### src/rtl/adder_pkg.sv
// Shared definitions for the pipelined adder/subtractor: parameter legality
// check and the per-stage pipeline record.
package adder_pkg;

    // Upper bound on WIDTH; residual operands and partial sums live in fields this wide.
    localparam int ADDER_MAX_W = 64;

    typedef struct packed {
        logic                   valid;
        logic                   carry;
        logic                   ovf;
        logic                   zero;
        logic [ADDER_MAX_W-1:0] sum;
        logic [ADDER_MAX_W-1:0] a_rem;
        logic [ADDER_MAX_W-1:0] b_rem;
    } pipe_rec_t;

    function automatic logic adder_params_ok(input int width, input int stages);
        logic ok;
        ok = 1'b1;
        if (width < 2)                 ok = 1'b0;
        if (width > ADDER_MAX_W)       ok = 1'b0;
        if (stages < 1)                ok = 1'b0;
        if (stages > width)            ok = 1'b0;
        if (stages >= 1 && (width % stages) != 0) ok = 1'b0;
        return ok;
    endfunction

endpackage

### src/rtl/add_seg.sv
// Combinational SEG-bit ripple segment; also exposes the carry into its MSB
// so the final segment can derive signed overflow.
module add_seg #(
    parameter int SEG = 8
) (
    input  logic [SEG-1:0] i_a,
    input  logic [SEG-1:0] i_b,
    input  logic           i_cin,
    output logic [SEG-1:0] o_sum,
    output logic           o_cout,
    output logic           o_c_msb
);

    logic [SEG:0] c;

    assign c[0] = i_cin;

    for (genvar i = 0; i < SEG; i++) begin : g_bit
        full_adder u_fa (
            .i_a (i_a[i]),
            .i_b (i_b[i]),
            .i_c (c[i]),
            .o_s (o_sum[i]),
            .o_c (c[i+1])
        );
    end

    assign o_cout  = c[SEG];
    assign o_c_msb = c[SEG-1];

endmodule

### src/rtl/full_adder.sv
// One-bit full adder cell used to build the ripple segments.
module full_adder (
    input  logic i_a,
    input  logic i_b,
    input  logic i_c,
    output logic o_s,
    output logic o_c
);

    logic half;

    assign half = i_a ^ i_b;
    assign o_s  = half ^ i_c;
    assign o_c  = (i_a & i_b) | (i_c & half);

endmodule

### src/rtl/pipe_add_sub.sv
// Pipelined add/sub: the carry chain is cut into STAGES segments, each with its
// own register stage, elastic valid/ready handshake and registered flags.
module pipe_add_sub
    import adder_pkg::*;
#(
    parameter int WIDTH  = 32,
    parameter int STAGES = 4
) (
    input  logic             i_clk,
    input  logic             i_rst_n,
    input  logic             i_valid,
    output logic             o_ready,
    input  logic [WIDTH-1:0] i_data_a,
    input  logic [WIDTH-1:0] i_data_b,
    input  logic             i_sub,
    input  logic             i_cin,
    output logic             o_valid,
    input  logic             i_ready,
    output logic [WIDTH-1:0] o_data,
    output logic             o_carry,
    output logic             o_ovf,
    output logic             o_zero
);

    localparam int SEG  = WIDTH / STAGES;
    localparam int LAST = STAGES - 1;

    if (!adder_params_ok(WIDTH, STAGES)) begin : g_bad_params
        $error("pipe_add_sub: WIDTH must be >= 2, <= ADDER_MAX_W and divisible by STAGES");
    end

    pipe_rec_t stage_q [STAGES];
    pipe_rec_t stage_d [STAGES];

    logic [ADDER_MAX_W-1:0] a_ext;
    logic [ADDER_MAX_W-1:0] b_ext;
    logic                   c0;

    logic [ADDER_MAX_W-1:0] prev_sum [STAGES];
    logic [ADDER_MAX_W-1:0] prev_a   [STAGES];
    logic [ADDER_MAX_W-1:0] prev_b   [STAGES];
    logic                   in_v     [STAGES];

    logic [SEG-1:0] seg_a    [STAGES];
    logic [SEG-1:0] seg_b    [STAGES];
    logic [SEG-1:0] seg_sum  [STAGES];
    logic           seg_cin  [STAGES];
    logic           seg_cout [STAGES];
    logic           seg_cmsb [STAGES];

    logic [STAGES-1:0] v;
    logic [STAGES-1:0] adv;
    logic [STAGES-1:0] load;

    // Operand feed for each segment: stage 0 takes the ports, stage k takes
    // the residual operands and carry registered by stage k-1.
    always_comb begin
        a_ext = '0;
        b_ext = '0;
        a_ext[WIDTH-1:0] = i_data_a;
        b_ext[WIDTH-1:0] = i_sub ? ~i_data_b : i_data_b;
        c0 = i_sub | i_cin;

        prev_sum[0] = '0;
        prev_a[0]   = a_ext;
        prev_b[0]   = b_ext;
        in_v[0]     = i_valid;
        seg_cin[0]  = c0;
        for (int k = 1; k < STAGES; k++) begin
            prev_sum[k] = stage_q[k-1].sum;
            prev_a[k]   = stage_q[k-1].a_rem;
            prev_b[k]   = stage_q[k-1].b_rem;
            in_v[k]     = stage_q[k-1].valid;
            seg_cin[k]  = stage_q[k-1].carry;
        end

        for (int k = 0; k < STAGES; k++) begin
            seg_a[k] = prev_a[k][SEG-1:0];
            seg_b[k] = prev_b[k][SEG-1:0];
        end
    end

    for (genvar k = 0; k < STAGES; k++) begin : g_seg
        add_seg #(.SEG(SEG)) u_seg (
            .i_a     (seg_a[k]),
            .i_b     (seg_b[k]),
            .i_cin   (seg_cin[k]),
            .o_sum   (seg_sum[k]),
            .o_cout  (seg_cout[k]),
            .o_c_msb (seg_cmsb[k])
        );
    end

    // Handshake: a transfer happens on an edge where valid & ready are both high;
    // valid never waits on ready. Stage k advances when it holds data and its
    // successor is empty or advancing, so bubbles collapse and o_ready = load[0].
    always_comb begin
        logic down_ok;
        down_ok = i_ready;
        adv  = '0;
        load = '0;
        for (int k = 0; k < STAGES; k++) begin
            v[k] = stage_q[k].valid;
        end
        for (int k = LAST; k >= 0; k--) begin
            adv[k]  = v[k] & down_ok;
            load[k] = ~v[k] | adv[k];
            down_ok = load[k];
        end
    end

    always_comb begin
        logic [ADDER_MAX_W-1:0] seg_ext;
        stage_d = stage_q;
        for (int k = 0; k < STAGES; k++) begin
            seg_ext = '0;
            seg_ext[SEG-1:0] = seg_sum[k];
            if (load[k]) begin
                stage_d[k].valid = in_v[k];
                if (in_v[k]) begin
                    stage_d[k].sum   = prev_sum[k] | (seg_ext << (k * SEG));
                    stage_d[k].a_rem = prev_a[k] >> SEG;
                    stage_d[k].b_rem = prev_b[k] >> SEG;
                    stage_d[k].carry = seg_cout[k];
                    stage_d[k].ovf   = (k == LAST) & (seg_cmsb[k] ^ seg_cout[k]);
                    stage_d[k].zero  = (k == LAST) & (stage_d[k].sum == '0);
                end
            end
        end
    end

    always_ff @(posedge i_clk or negedge i_rst_n) begin
        if (!i_rst_n) begin
            for (int k = 0; k < STAGES; k++) begin
                stage_q[k] <= '0;
            end
        end else begin
            stage_q <= stage_d;
        end
    end

    assign o_ready = load[0];
    assign o_valid = stage_q[LAST].valid;
    assign o_data  = stage_q[LAST].sum[WIDTH-1:0];
    assign o_carry = stage_q[LAST].carry;
    assign o_ovf   = stage_q[LAST].ovf;
    assign o_zero  = stage_q[LAST].zero;

endmodule

### config.mk
export PLATFORM = sky130hd
export DESIGN_NAME = pipe_add_sub
export DESIGN_NICKNAME = d
export VERILOG_FILES = /design/src/rtl/adder_pkg.sv /design/src/rtl/add_seg.sv /design/src/rtl/full_adder.sv /design/src/rtl/pipe_add_sub.sv
export SDC_FILE = /design/constraint.sdc
export NUM_CORES = 1
export LEC_CHECK = 0
export CAP_MARGIN = 20
export CORE_ASPECT_RATIO = 0.5
export CORE_MARGIN = 1
export CORE_UTILIZATION = 35
export CTS_BUF_LIST = sky130_fd_sc_hd__clkbuf_2 sky130_fd_sc_hd__clkbuf_4 sky130_fd_sc_hd__clkbuf_8
export CTS_CLUSTER_SIZE = 12
export DETAILED_ROUTE_END_ITERATION = 16
export PLACE_DENSITY = 0.55
export SYNTH_ARGS = -nofsm -noshare
export SYNTH_HDL_FRONTEND = slang
export SYNTH_SLANG_ARGS = --single-unit
### constraint.sdc
create_clock -name i_clk -period 9.3 [get_ports i_clk]
set_input_delay 0.93 -clock i_clk [delete_from_list [all_inputs] [get_ports i_clk]]
set_output_delay 0.93 -clock i_clk [all_outputs]
set_load 0.01 [all_outputs]
Word-level counts from Yosys, hierarchy flattened
Index checks and enable logic that the tools add are counted.
Widths: inputs -> output; s select.
- $add $sub $neg: 0
- multipliers: 0
- divide/modulo/power cells: 0
- magnitude comparators: 0
- equal/unequal tests: 0
- shift-type cells: 0
- mux-type cells: 1
- bitwise operators: 178
- reductions and logical operators: 5
- operators by type and width (cell ; number):
    $and 1x1->1 ; 68
    $xor 1x1->1 ; 65
    $logic_not 64->1 ; 1
    $or 64x24->64 ; 1
    $or 64x32->64 ; 1
    $or 1x1->1 ; 37
    $mux 32 ; 1
    $not 32->32 ; 1
    $or 8x16->16 ; 1
    $reduce_and 2->1 ; 4
    $not 1->1 ; 4
- register bits after elaboration: 274
- bits in latches: 0
- bits in writable memories: 0
- ROM bits: 0
- input bits: 70
- output and inout port bits: 37
- logic and storage cells: 204
- memories kept: 0

Longest topological paths before layout
- depth in word-level cells: 19
- mapped depth: 14
- depth with buffers taken out: 14

By module
From an unflattened synthesis, not the netlist that was laid out.
- cell total of the unflattened synthesis: 483
- area total of the unflattened synthesis: 7932.6 µm²
- by module, submodules not included (module ; times used ; cells an instance ; area an instance (µm²) ; sequential area each (µm²)):
    pipe_add_sub ; 1 ; 451 ; 7292.0 ; 4654.5
    full_adder ; 32 ; 1 ; 20.0 ; 0.0

Worst setup path after synthesis
OpenSTA, ideal clock, no wires.
- path kind: input port to flip-flop
- from: in i_sub
- to: reg stage_q, in the netlist prev_sum[135]
- library setup time: 127 ps
- data arrival time: 5156 ps
- data required time: 9173 ps
- slack: 4017 ps
- stages on the path: 13
- buffers on the path: 2
- path through: clkbuf_1 > buf_2 > nor2_1 > fa_1 > fa_1 > fa_1 > fa_1 > fa_1 > fa_1 > fa_1 > inv_1 > fa_1 > mux2_1
- cells in the longest elaborated chain, start to end: 17
- elaborated cells on any way between the ends: 32
- classes of those cells: mux: 1; bitwise: 31
- ends and longest elaborated chain (what ; line ; source):
    start, declared ; pipe_add_sub.sv:15 ; input logic i_sub,
    $mux 32 ; pipe_add_sub.sv:61 ; b_ext[WIDTH-1:0] = i_sub ? ~i_data_b : i_data_b;
    $xor 1x1->1 ; full_adder.sv:12 ; assign half = i_a ^ i_b;
    $and 1x1->1 ; full_adder.sv:14 ; assign o_c = (i_a & i_b) | (i_c & half);
    $or 1x1->1 ; full_adder.sv:14 ;
    $and 1x1->1 ; full_adder.sv:14 ;
    $or 1x1->1 ; full_adder.sv:14 ;
    $and 1x1->1 ; full_adder.sv:14 ;
    $or 1x1->1 ; full_adder.sv:14 ;
    [... 2 more ...] ; - ;
    $and 1x1->1 ; full_adder.sv:14 ;
    $or 1x1->1 ; full_adder.sv:14 ;
    $and 1x1->1 ; full_adder.sv:14 ;
    $or 1x1->1 ; full_adder.sv:14 ;
    $and 1x1->1 ; full_adder.sv:14 ;
    $or 1x1->1 ; full_adder.sv:14 ;
    $xor 1x1->1 (*) ; full_adder.sv:13 ; assign o_s = half ^ i_c;
    net g_seg[0].u_seg.g_bit[7].u_fa.o_s ; full_adder.sv:6 ; output logic o_s,
    end signal, assigned ; pipe_add_sub.sv:138 ; stage_q <= stage_d;
    end, declared ; pipe_add_sub.sv:32 ; pipe_rec_t stage_q [STAGES];
Mark *: on every way through the listed nets, which the timed path passes. The rest lies on a longest branch.
A chain may end at the register's enable or synchronous reset.

Worst setup path after layout
Same ends and word-level chain as after synthesis.

==> impl_results.rst <==
.. list-table::
   :header-rows: 1

   * - Metric
     - Value
   * - Area of the die
     - approximately 24000 µm²
   * - Vias per Instance
     - 4.53
   * - Number of synthesized register bits
     - between 150 and 200
   * - Synth Warn #
     - 0
   * - Slew at the pin closest to its max-slew limit
     - 0.979 ns
   * - Number of clock buffers inserted by TritonCTS
     - 17
   * - Post-cts resize count
     - 0
   * - Hold_buf cts
     - 0
   * - Relative contribution of sequential cells to total power
     - ~48%
   * - Clock latency at the later pin of the worst-skew pair
     - 0.46 ns
   * - Count of pins on the block boundary
     - ~110
   * - Total number of vias
     - around 4300
   * - Endpoints failing hold
     - 0
   * - Summed instance area of the synthesized netlist
     - 8070 µm²
   * - Placer Congestion
     - between 0.7 and 0.8
   * - Portion of the post-synthesis area used by sequential elements
     - 57.7%
   * - Hold crit path type
     - primary input to asynchronous set/reset pin
   * - CTS Sinks
     - 186
   * - Ranking of synthesized cells by area
     - sky130_fd_sc_hd__dfrtp_1 (58%), sky130_fd_sc_hd__mux2_2 (19%), sky130_fd_sc_hd__fa_1 (7.9%)
   * - Run status
     - finished clean
   * - Commonest non-fill, non-tap cell in the layout
     - sky130_fd_sc_hd__dfrtp_1
   * - Combinational power share
     - between 30 and 40%
   * - Crit. End Element
     - register
   * - Pre-CTS setup slack
     - 3.40 ns
   * - Worst path arrival time
     - roughly 5.7 ns
   * - Clk pin slew, worst setup/hold paths
     - 0.09 ns
   * - Share of the synthesized area in compound gates (AO/OA/AOI/OAI)
     - ~1%
   * - Antenna violations before repair
     - 0
   * - Root Driver
     - sky130_fd_sc_hd__clkbuf_8
   * - Diode insertion count for antenna repair
     - 0
   * - Mux contribution to synthesized area
     - between 20% and 30%
   * - Antenna-violating nets left
     - 0
   * - Synth unique cells
     - 26
   * - Period minus WS final
     - ~5.3 ns
   * - Net switching power
     - about 840 µW
   * - Combined global-route utilization of all metal layers
     - between 10 and 15%
   * - Chip width
     - about 220 µm
   * - Final nets
     - between 700 and 800
   * - Area growth syn-to-layout
     - 21.4%
   * - Maximum Capacitance Violations
     - 0
   * - Total half-perimeter wirelength after legalization and detailed placement
     - between 10000 and 15000 µm
   * - Unrepaired setup endpoints after global routing
     - no
   * - First drt pass iteration count
     - 4
   * - Standard-cell row count
     - 38
   * - Synthesized instance count
     - between 500 and 600
   * - Multi-input combinational cell area
     - ~3100 µm²
   * - Type of the setup path with the least slack
     - primary input to register
   * - Combinational family with the most area after synthesis
     - multiplexers
   * - Top fanout value on the critical path
     - 33
   * - Areal power density over the cells
     - between 200 and 300 nW/µm²
   * - Final worst slack
     - approximately 4 ns
   * - Ratio of cells with drive above 1 in the final layout
     - roughly 28%
   * - Wire length after detailed routing
     - 15100 µm
   * - Pins over their slew limit
     - 0
   * - Deepest clock path buffer count
     - 2
   * - Worst R2R Start
     - prev_b[64]
   * - Height of the die
     - roughly 110 µm
   * - Max H-tree Level
     - 4
   * - Commonest cells after routing, fill and taps aside
     - sky130_fd_sc_hd__dfrtp_1 (186), sky130_fd_sc_hd__mux2_2 (139), sky130_fd_sc_hd__clkdlybuf4s50_1 (104)
   * - Count of filler cells inserted in the layout
     - 2008
   * - Area share of the largest cell type after synthesis
     - 57.7%
   * - Type of element launching the critical path
     - primary input
   * - Static power due to leakage
     - approximately 0.0042 µW
   * - Flip-flop and latch area
     - ~4700 µm²
   * - Number of endpoints failing setup at the final stage
     - 0
   * - IO buf count
     - around 110
   * - Clk network pwr share
     - a little under a fifth
   * - Simple-gate share of the synthesized area
     - roughly 1.7%
   * - Post-Synth Adder-Cell Area
     - 7.94%
   * - CTS tree
     - built
   * - Required arrival time at the worst endpoint
     - 9.64 ns
   * - Post-route fraction of the period consumed by the critical path
     - roughly 57%
   * - Logic depth of the worst register-to-register path
     - 12
   * - Core Footprint
     - 22100 µm²
   * - Synth Area in XOR/XNOR
     - about 3.6%
   * - Maximum clock rate
     - between 150 and 200 MHz
   * - Detailed Route Iter0 Violations
     - 168
   * - Switching Share
     - between 30 and 40%
   * - Final total negative setup slack
     - 0 ns
   * - Cell type with the largest total area after synthesis
     - sky130_fd_sc_hd__dfrtp_1
   * - Overall overflow remaining after global route
     - 0
   * - Internal power contribution
     - roughly 1900 µW
   * - Worst VDD drop
     - between 0.1 and 0.15 mV
   * - Sum of internal, switching and leakage power
     - around 2700 µW
   * - Fin Clk Skew
     - about 0.014 ns
   * - Synthesized area per cell
     - between 15 and 20 µm²
   * - Post-CTS repair timing setup buffer count
     - 0
   * - Pin count of the biggest net entering global routing
     - roughly 80
   * - Starting Density
     - between 30% and 40%
   * - Synthesized netlist net count
     - 631
   * - Relative max-transition margin
     - 34.8%
   * - Remaining design rule violation count
     - 0
   * - Reg-to-reg endpoint
     - prev_sum[23]
   * - Worst-case register-to-register setup slack
     - between 5 and 6 ns
   * - Via count of the first global-routing pass
     - approximately 4700
   * - Wire length per cell after detailed routing
     - 15.9 µm
   * - Wire length of the first global-routing pass
     - approximately 25000 µm
Yosys cell counts, drive strengths merged:
| cell type | n |
|---|---|
| buf | 21 |
| clkbuf | 1 |
| dfrtp | 186 |
| fa | 32 |
| inv | 43 |
| mux2 | 160 |
| mux2i | 15 |
| nand2 | 5 |
| nand2b | 3 |
| nand3b | 1 |
| nand4 | 2 |
| nand4b | 1 |
| nor2 | 1 |
| nor2b | 1 |
| nor4 | 6 |
| nor4b | 2 |
| o21ai | 14 |
| o31ai | 1 |
| or2 | 1 |
| xnor2 | 9 |
| xor2 | 24 |
worst max-delay path by stage:
stage | startpoint | to | slack [ns] | cells past startpoint
after CTS | i_sub | prev_sum[135] | 3.93 | 12
after global placement | i_sub | prev_sum[135] | 3.52 | 12
after global routing | i_sub | prev_sum[135] | 3.75 | 12
final | i_sub | prev_sum[135] | 3.98 | 12
after floorplan | i_sub | prev_sum[135] | 4.02 | 13
after detailed placement | i_sub | prev_sum[135] | 3.40 | 12
layer usage:
layer / global-route usage (%) / vias up / routed length, µm / share of wire, %
met2: 23.1 / 47 / 7430 / 49
met4: 4.07 / 0 / 142 / 0.94
met3: 3.43 / 14 / 417 / 2.8
li1: - / 1996 / - / -
met5: 0 / - / 0 / 0
met1: 18.4 / 2246 / 7140 / 47
through the flow:
step | utilization (%) | cells | instance area [µm²] | hold slack (ns)
floorplan | - | 529 | 8070 | 0.457
global placement | 42.5 | 918 | 9400 | 0.474
detailed placement | 42.5 | 918 | 9400 | 0.479
CTS | 44.2 | 949 | 9780 | 0.346
global route | 44.3 | 950 | 9800 | 0.356
finish | 44.3 | 950 | 9800 | 0.352
cell families (layout without fill, tap and decap cells):
logic type,count (synthesis),after routing
and+or+nand+nor,23,23
buffers and inverters,65,186
adders and majority gates,32,32
xor gates and xnor gates,33,33
muxes,175,175
DFF,186,186
AOI/OAI and AO/OA,15,15
sequential cells by signal, indices dropped and copies added (netlist names), 3 cells and up:
register,count
seg_cin,3
prev_b,48
prev_a,48
prev_sum,48
in_v,3
o_data,32
power by group through the flow:
stage / logic, µW / clock network, µW / registers (µW)
6_report: 901 / 522 / 1300
5_1_grt: 1010 / 579 / 1340
4_1_cts: 928 / 546 / 1310
3_5_place_dp: 926 / 0 / 1330
3_3_place_gp: 910 / 0 / 1320
2_1_floorplan: 539 / 0 / 1290
worst max-delay path, stage by stage:
cell and delay, ns:
sky130_fd_sc_hd__buf_2 0.73, sky130_fd_sc_hd__xnor2_1 0.20, sky130_fd_sc_hd__fa_1 0.48, sky130_fd_sc_hd__fa_1 0.44, sky130_fd_sc_hd__fa_1 0.43, sky130_fd_sc_hd__fa_1 0.43, sky130_fd_sc_hd__fa_1 0.42, sky130_fd_sc_hd__fa_1 0.42
sky130_fd_sc_hd__fa_1 0.39, sky130_fd_sc_hd__inv_1 0.08, sky130_fd_sc_hd__fa_1 0.41, sky130_fd_sc_hd__mux2_1 0.29
cell type report:
class / count / share of cell area (%)
sequential: 186 / 47.5
tap: 300 / 3.83
clock inverter: 11 / 1.17
clock buffer: 20 / 2.68
timing repair buffer: 112 / 11.4
multi-input combinational: 278 / 31.8
inverter: 43 / 1.65
(Power assumes the default switching activity.)
==> RTL change, RTL diff (same flow settings) <==
`STAGES`: 4 -> 8.
--- a/src/rtl/pipe_add_sub.sv
+++ b/src/rtl/pipe_add_sub.sv
@@ -4,7 +4,7 @@
     import adder_pkg::*;
 #(
     parameter int WIDTH  = 32,
-    parameter int STAGES = 4
+    parameter int STAGES = 8
 ) (
     input  logic             i_clk,
     input  logic             i_rst_n,
Check against the original RTL: not settled (the Yosys comparison gave no result); the edit may change what the design does.
==> RTL change against the original RTL <==
Maximum frequency is 41% higher; clock power grew to 2.8 times the old value; sequential cell count is 200 higher; routed wire length is 97% higher; synthesized area is 93% higher; sequential share of layout area is 4.5 points higher; count of clock-buffer cells in the layout is 81 higher; design area is 90% higher; critical path type is now primary input to output pin; non-clock buffer count is 9 higher; setup slack better by 1500 ps; global-route usage is 0.28 points lower; die area is 92% higher; worst hold slack worse by 25 ps; total power is 120% higher; largest power group unchanged.
==> RTL change: results (changes against the original RTL) <==
Status
  • Status: finished, final reports clean (unchanged)

Worst setup path
  • Worst path arrival time: 2840 ps (was 5660 ps)
  • Worst Reg-to-Reg Cells: 4 (was 12)
  • CP Max Fanout: 8 (was 33)
  • RR Startpoint: in_v[3] (was prev_b[64])
  • Worst flop-to-flop path endpoint: prev_b[256] (was prev_sum[23])
  • Critical path origin: i_ready (was i_sub)
  • Internal reg-to-reg setup slack: 6590 ps (was 5140 ps)

Final layout
  • Fin nets: 1233 (was 740)
  • Post-layout util: 0.424 (was 0.443)
  • Share of layout cells above drive strength 1: 0.389 (was 0.280)

Clock tree
  • Inserted Clock Buffers: 57 (was 17)
  • Clk_lat worst skew: 610 ps (was 460 ps)
  • Max Root-Sink Buffers: 3 (was 2)
  • Post-cts gate resize count: 0 (unchanged)
  • Post-CTS setup buffers: 0 (unchanged)
  • CTS Root Cell: clkbuf_8 (unchanged)
  • H-tree levels: 2 (was 4)
  • Reg clk slew, reported paths: 60 ps (was 90 ps)

Timing
  • Relative slew slack: 0.369 (was 0.348)
  • Skew final: 17.2 ps (was 14.3 ps)

Place
  • Post-DP HPWL: 19900 µm (was 10400 µm)
  • I/O Buffers: 106 (unchanged)
  • Pre-CTS setup slack: 5420 ps (was 3400 ps)
  • Placer Congestion: 0.743 (was 0.737)

Power
  • NetSw: 1.80 mW (was 0.844 mW)
  • VDD IR-drop max: 0.116 mV (was 0.100 mV)
  • P_leak: 8.04 nW (was 4.18 nW)

Yosys
  • Post-synth net total: 1095 (was 631)
  • Distinct cells, synth: 34 (was 26)
  • Register area share after synthesis: 0.619 (was 0.577)
  • Fraction of registers with async set/reset: 1.00 (unchanged)
  • Number of synthesis warnings: 0 (unchanged)
  • Most used DFF post-synth: dfrtp_1 (unchanged)
  • Top post-synthesis cells by area: dfrtp_1 62%, mux2_2 24%, fa_1 4.1% (was dfrtp_1 58%, mux2_2 19%, fa_1 7.9%)
  • Synth top cells by count: 386 x dfrtp_1, 329 x mux2_2, 68 x inv_1 (was 186 x dfrtp_1, 139 x mux2_2, 43 x inv_1)

Global routing
  • Global-route wire length before repair: 48800 µm (was 25100 µm)
  • Initial antenna violation count: 1 (was 0)
  • Number of global-route vias before repair: 8640 (was 4678)
  • Largest net degree at the start of global routing: 91 (was 78)
  • Total GRT Usage: 0.137 (was 0.140)

Drt
  • Routed WL per cell: 16.9 µm (was 15.9 µm)
  • First-pass detailed-route iteration total: 4 (unchanged)
  • Starting DRT DRC Count: 333 (was 168)
  • Drt via density: 4.53 (about the same)

Worst hold path
  • Tightest Hold Check Type: primary input to async pin (unchanged)
## RTL change: cell count changes after synthesis, moves of 5 or more
cell,delta
o21ai_0,+5
mux2_2,+190
inv_1,+25
clkbuf_1,+6
dfrtp_1,+200
nand3_1,+7
mux2_1,-6
buf_2,+10
a21oi_1,+6
## RTL change: power groups by stage
stage                     logic, mW  registers [mW]  clock network (mW)
after floorplan                1.18            2.68                   0
after detailed placement       1.79            2.84                   0
after global placement         1.74            2.82                   0
after CTS                      1.80            2.81                1.51
final                          1.77            2.80                1.46
after global routing           1.95            2.89                1.59
## RTL change: layout make-up
type                            count  area, µm²
Inverter                           68        255
Multi-Input combinational cell    497       5460
Antenna cell                        1       2.50
Fill cell                        3998      25200
Timing Repair Buffer              121       1210
Tap cell                          588        736
Sequential cell                   386       9660
Clock inverter                      4       22.5
Clock buffer                      101       1240
## RTL change: stage by stage
step,std cells,hold WS (ps),instance area (µm²)
after floorplan,993,444,15600
after global placement,1658,466,17300
after detailed placement,1658,468,17300
after CTS,1763,322,18500
after global routing,1765,351,18600
final,1766,328,18600
## RTL change: worst max-delay path: stages
cell and delay, ps:
clkdlybuf4s50_1 540, nand4b_4 380, nor2_1 250, nand3_1 170
clkdlybuf4s50_1 570
## RTL change: per-layer routing
metal	wire, µm	GRT usage
met1	15100	0.199
met2	13100	0.203
met3	1170	0.0307
met4	510	0.0398
met5	0	0
## RTL change: worst max path at each step
| stage | cells past startpoint | slack (ps) | endpoint |
|---|---|---|---|
| after CTS | 5 | 5530 | o_ready |
| after detailed placement | 9 | 5420 | prev_sum[387] |
| after global placement | 9 | 5450 | prev_sum[387] |
| after global routing | 5 | 5430 | o_ready |
| after floorplan | 9 | 5690 | prev_sum[387] |
| final | 5 | 5530 | o_ready |
## RTL change: kinds of logic (layout without fill, tap and decap cells)
group	Yosys count	after routing	synth area share
flip-flops	386	386	0.619
multiplexers	362	362	0.260
buffers and inverters	110	294	0.0327
AO/OA/AOI/OAI	35	35	0.0148
AND/OR/NAND/NOR	35	35	0.0136
XOR/XNOR	33	33	0.0185
adder cells (fa/ha/maj)	32	32	0.0411
other	0	1	0
